**src/rtl/fetch_pc_sequencer.sv**
```systemverilog
// rtl/fetch_pc_sequencer.sv - IF-stage program counter and instruction fetch sequencer
//
// Owns the program counter, selects the next PC (sequential, jump, branch or
// hold) and runs the request/acknowledge handshake with instruction memory.
// The sequential PC comes from the external word incrementer; there is no
// local adder.
//
// Ports:
//   clk, rst                       rising-edge clock, asynchronous active-low reset
//   stall                          hazard-unit hold request
//   jump, jump_target              jump redirect pulse and destination
//   branch_taken, branch_target    taken-branch redirect pulse and destination
//   incr_pcin, incr_pcout          external incrementer operand / result
//   imem_req, imem_addr, imem_ack  instruction memory fetch handshake
//   instr_valid, if_pc, if_npc     accepted instruction presented to IF/ID
//   flush                          kill younger pipeline contents
module fetch_pc_sequencer #(
   parameter int               WIDTH    = 32,
   parameter logic [WIDTH-1:0] RESET_PC = '0
) (
   input  logic             clk,
   input  logic             rst,
   input  logic             stall,
   input  logic             jump,
   input  logic [WIDTH-1:0] jump_target,
   input  logic             branch_taken,
   input  logic [WIDTH-1:0] branch_target,
   output logic [WIDTH-1:0] incr_pcin,
   input  logic [WIDTH-1:0] incr_pcout,
   output logic             imem_req,
   output logic [WIDTH-1:0] imem_addr,
   input  logic             imem_ack,
   output logic             instr_valid,
   output logic [WIDTH-1:0] if_pc,
   output logic [WIDTH-1:0] if_npc,
   output logic             flush
);

   localparam logic [1:0] BOOT  = 2'd0;
   localparam logic [1:0] FETCH = 2'd1;
   localparam logic [1:0] STALL = 2'd2;

   logic [1:0]       state;
   logic [WIDTH-1:0] pc;
   logic             pending;
   logic [WIDTH-1:0] pendTarget;

   logic             redirect;
   logic [WIDTH-1:0] target;
   logic             inFetch;
   logic             inStall;

   assign redirect = jump | branch_taken;
   // Jump wins over a simultaneous taken branch.
   assign target   = jump ? jump_target : branch_target;
   assign inFetch  = (state == FETCH);
   assign inStall  = (state == STALL);

   assign incr_pcin = pc;
   assign imem_addr = pc;
   assign imem_req  = inFetch;
   assign if_pc     = pc;
   assign if_npc    = incr_pcout;

   // BOOT ignores redirects, so flush only fires in FETCH or STALL.
   assign flush = (inFetch | inStall) & redirect;

   // An acked instruction is only accepted when nothing redirects it away
   // and the hazard unit is not holding the front end.
   assign instr_valid = inFetch & imem_ack & ~redirect & ~pending & ~stall;

   always_ff @(posedge clk or negedge rst) begin
      if (!rst) begin
         state      <= BOOT;
         pc         <= RESET_PC;
         pending    <= 1'b0;
         pendTarget <= '0;
      end else begin
         case (state)
            BOOT: begin
               state <= FETCH;
            end
            FETCH: begin
               if (!imem_ack) begin
                  // Address must stay stable while the access is in flight,
                  // so a redirect is parked until the ack arrives.
                  if (redirect) begin
                     pendTarget <= target;
                     pending    <= 1'b1;
                  end
               end else if (redirect) begin
                  pc      <= target;
                  pending <= 1'b0;
               end else if (pending) begin
                  pc      <= pendTarget;
                  pending <= 1'b0;
               end else if (stall) begin
                  // Instruction is dropped and re-fetched from the same pc.
                  state <= STALL;
               end else begin
                  pc <= incr_pcout;
               end
            end
            STALL: begin
               if (redirect) begin
                  pc    <= target;
                  state <= FETCH;
               end else if (!stall) begin
                  state <= FETCH;
               end
            end
            default: begin
               state <= BOOT;
            end
         endcase
      end
   end

endmodule

```
**config.mk**
```make
export PLATFORM = sky130hd
export DESIGN_NAME = fetch_pc_sequencer
export DESIGN_NICKNAME = d
export VERILOG_FILES = /design/src/rtl/fetch_pc_sequencer.sv
export SDC_FILE = /design/constraint.sdc
export NUM_CORES = 1
export LEC_CHECK = 0
export BUFFER_PORTS_ARGS = -buffer_cell sky130_fd_sc_hd__buf_2
export CORE_MARGIN = 5
export CORE_UTILIZATION = 30
export CTS_BUF_LIST = sky130_fd_sc_hd__clkbuf_16
export CTS_CLUSTER_DIAMETER = 150
export DETAILED_ROUTE_END_ITERATION = 8
export HOLD_SLACK_MARGIN = 0.12
export SLEW_MARGIN = 20
export SYNTH_ARGS = -nofsm -noshare
export SYNTH_HDL_FRONTEND = slang
export SYNTH_SLANG_ARGS = --single-unit
```
**constraint.sdc**
```tcl
create_clock -name clk -period 2.6 [get_ports clk]
set_input_delay 0.13 -clock clk [delete_from_list [all_inputs] [get_ports clk]]
set_output_delay 0.13 -clock clk [all_outputs]
set_load 0.01 [all_outputs]
```
==> reports/results.txt <==
Setup WS post-layout -> 0.401 ns
Internal power -> 4.24 mW
Least-Margin Pin Slew -> 0.903 ns
WL per Instance -> 15.3 um
Register share of total power -> 29.6%
FP Rows -> 45
Die height -> 135 um
Netlist cell types -> 28
Yosys reg bits -> 67
Vias -> 3190
Worst-path fanout max -> 18
Leakage -> 2.88 nW
Switch share -> 37.4%
Setup WS pre-CTS -> 0.406 ns
Area growth, synth to finish -> 21.2%
Syn Area/Cell -> 11.7 sq um
Clock Skews -> 0.00854 ns
Core Util, Final -> 37.2%
Post-synth top area cell -> dfrtp_1
Clk_lat worst skew -> 0.34 ns
Die footprint -> 18200 sq um
IO Pins -> 233
Min-Delay Path Depth -> 3
Synth cell count leaders -> 99 x buf_4, 68 x mux2i_1, 67 x dfrtp_1, 62 x mux2_2, 31 x inv_1
Initial Util -> 30.7%
Initial antenna violation count -> 0
Syn Inst Count -> 401
First-pass GRT wire length -> 17.5 mm
TritonCTS clock tree -> built
Layout cell share with drive strength beyond 1 -> 63.8%
Total wire length -> 11.5 mm
CTS Buf Count -> 9
Peak supply drop -> 436 uV
CTS H-tree depth -> 3
Tmin final -> 2.20 ns
Sink Count -> 67
Pwr per Cell Area -> 1190 nW/um^2
Switching power -> 2.53 mW
Clock root buffer -> clkbuf_16
Endpoints failing hold -> 0
# diodes -> 0
Final setup viols -> 0
Slowest stage delay, CP -> 0.42 ns
Asr flop ratio synth -> 100%
Crit-path cells -> inv_1, ha_1, nor2b_1, and2_2, buf_4, mux2_2
Synth warn -> 0
Routed vias/inst -> 4.24
CP arrival -> 2.42 ns
Ys flop type -> dfrtp_1
Number of synthesized flops with an enable pin -> 0
Internal reg-to-reg setup slack -> 0.40 ns
Post-CTS Setup Bufs -> 0
Netlist Area Pre-Place -> 4690 sq um
Vias in the first global route -> 3367
Worst-path clk slew -> 0.06 ns
Die X -> 135 um
DRT Pass-1 Iters -> 4
Core area -> 15300 sq um
Status -> completed
GRT overflow -> 0
Count of input and output buffers -> 232
Final TNS setup -> 0 ns
Syn_nets -> 508
Max_cap viols -> 0
CP startpoint kind -> flop
Type of the worst setup path -> reg -> reg
Gr usage total -> 12.3%
Peak Freq -> 0.455 GHz
Worst hold path class -> in -> reg
Post-DP HPWL -> 8.58 mm
Most frequent cell after synthesis -> buf_4
CP required -> 2.82 ns
Relative slew slack -> 39.8%
Largest net degree at the start of global routing -> 68
Nets@finish -> 645
Fin crit share -> 84.6%
Gp weighted congestion -> 0.749
Initial drt markers -> 69
Logic pwr share -> 51.6%
Slowest-stage cell, CP -> nor2b_1
Sequential element share of the synthesized area -> 35.8%
Crit end category -> flop
RSZ-0062 raised after global routing -> false
Synth top area cells -> dfrtp_1 36%, buf_4 16%, mux2_2 15%
Worst r2r path cells -> 6
Maximum clock path buffer count -> 2
Clock power share -> 18.8%
Max Slew Vio Count -> 0
Top cell type's share of synthesized area -> 35.8%
ANT nets after route -> 0
Drt drc -> 0
==> state kept, by name, indices dropped and copies added (netlist names) <==
| register | cells |
|---|---|
| if_pc | 32 |
| pendTarget | 32 |
| pending | 1 |
| state | 2 |
==> repair_timing <==
action / 4_1_cts / 5_1_grt
hold buffers: 2 / 0
endpoints found under the hold margin: 68 / 0
gates resized for setup: 0 / 0
==> layout by cell type (no fill, tap or decap), drive strengths merged <==
master / netlist / layout
nor4b: 1 / 1
clkinv: 0 / 1
o21bai: 1 / 1
a21oi: 8 / 8
and3b: 1 / 1
or2: 1 / 1
nand2: 1 / 1
inv: 31 / 32
bufinv: 0 / 2
nor3: 1 / 1
mux2: 90 / 90
mux2i: 68 / 68
and2: 2 / 2
nor2: 2 / 2
dlygate4sd3: 0 / 2
buf: 113 / 239
a2bb2oi: 1 / 1
a2111oi: 1 / 1
nor4bb: 1 / 1
nor3b: 1 / 1
ha: 5 / 5
nor2b: 1 / 1
a221oi: 1 / 1
clkinvlp: 0 / 2
clkbuf: 2 / 9
nand3b: 1 / 1
dfrtp: 67 / 67
==> cells by family (layout without fill, tap and decap cells) <==
| group | after synthesis | count (layout) | share of synthesized area [%] |
|---|---|---|---|
| adders and majority gates | 5 | 5 | 1.33 |
| and+or+nand+nor | 13 | 13 | 2.03 |
| buffers and inverters | 146 | 287 | 20.6 |
| muxes | 158 | 158 | 38.3 |
| AOI/OAI and AO/OA | 12 | 12 | 1.98 |
| DFF | 67 | 67 | 35.8 |
==> worst max-delay path, delay by kind of cell, from the launching register on <==
| kind | cells | cell delay [ns] |
|---|---|---|
| adders and majority gates | 1 | 0.22 |
| and+or+nand+nor | 2 | 0.65 |
| DFF | 1 | 0.41 |
| buffers and inverters | 2 | 0.42 |
| muxes | 1 | 0.38 |
==> path summary, 6_finish.rpt <==
| check | endpoint | startpoint |
|---|---|---|
| worst max-delay path | pendTarget[0] | state[1] |
| worst min-delay path | pendTarget[31] | branch_target[31] |
| worst max register to register | pendTarget[0] | state[1] |
| worst min register to register | pendTarget[12] | pendTarget[12] |
| max in group asynchronous | pending | rst |
| min in group asynchronous | if_pc[25] | rst |
==> area by class of cell <==
class	instances	area [sq um]
Inverter	31	116
Clock buffer	9	225
Tap cell	211	264
Clock inverter	6	82.6
Fill cell	1512	9580
Timing Repair Buffer	241	1260
Multi-Input combinational cell	188	2050
Sequential cell	67	1680
==> power by group through the flow <==
stage,sequential [mW],clock (mW),combinational [mW]
6_report,2.00,1.27,3.49
3_5_place_dp,2.02,0,3.56
2_1_floorplan,2.06,0,2.92
5_1_grt,2.10,1.37,3.80
3_3_place_gp,1.99,0,3.51
4_1_cts,2.02,1.32,3.57
==> metrics by stage <==
step / hold WS (ns) / cell area [sq um] / power, mW / cells
2_1_floorplan: -0.166 / 4690 / 4.98 / 401
3_3_place_gp: 0.307 / 5350 / 5.50 / 736
3_5_place_dp: 0.327 / 5350 / 5.58 / 736
4_1_cts: 0.144 / 5680 / 6.91 / 753
5_1_grt: 0.167 / 5680 / 7.28 / 753
6_report: 0.146 / 5680 / 6.77 / 753
==> routing by layer <==
| layer | GRT usage, % | wire length (um) | part of all wire, % |
|---|---|---|---|
| met5 | 0 | 0 | 0 |
| met3 | 3.58 | 865 | 7.5 |
| met1 | 15.1 | 4820 | 42 |
| met2 | 21.2 | 5710 | 50 |
| met4 | 2.86 | 121 | 1.1 |
Power figures use the tool's default switching activity.
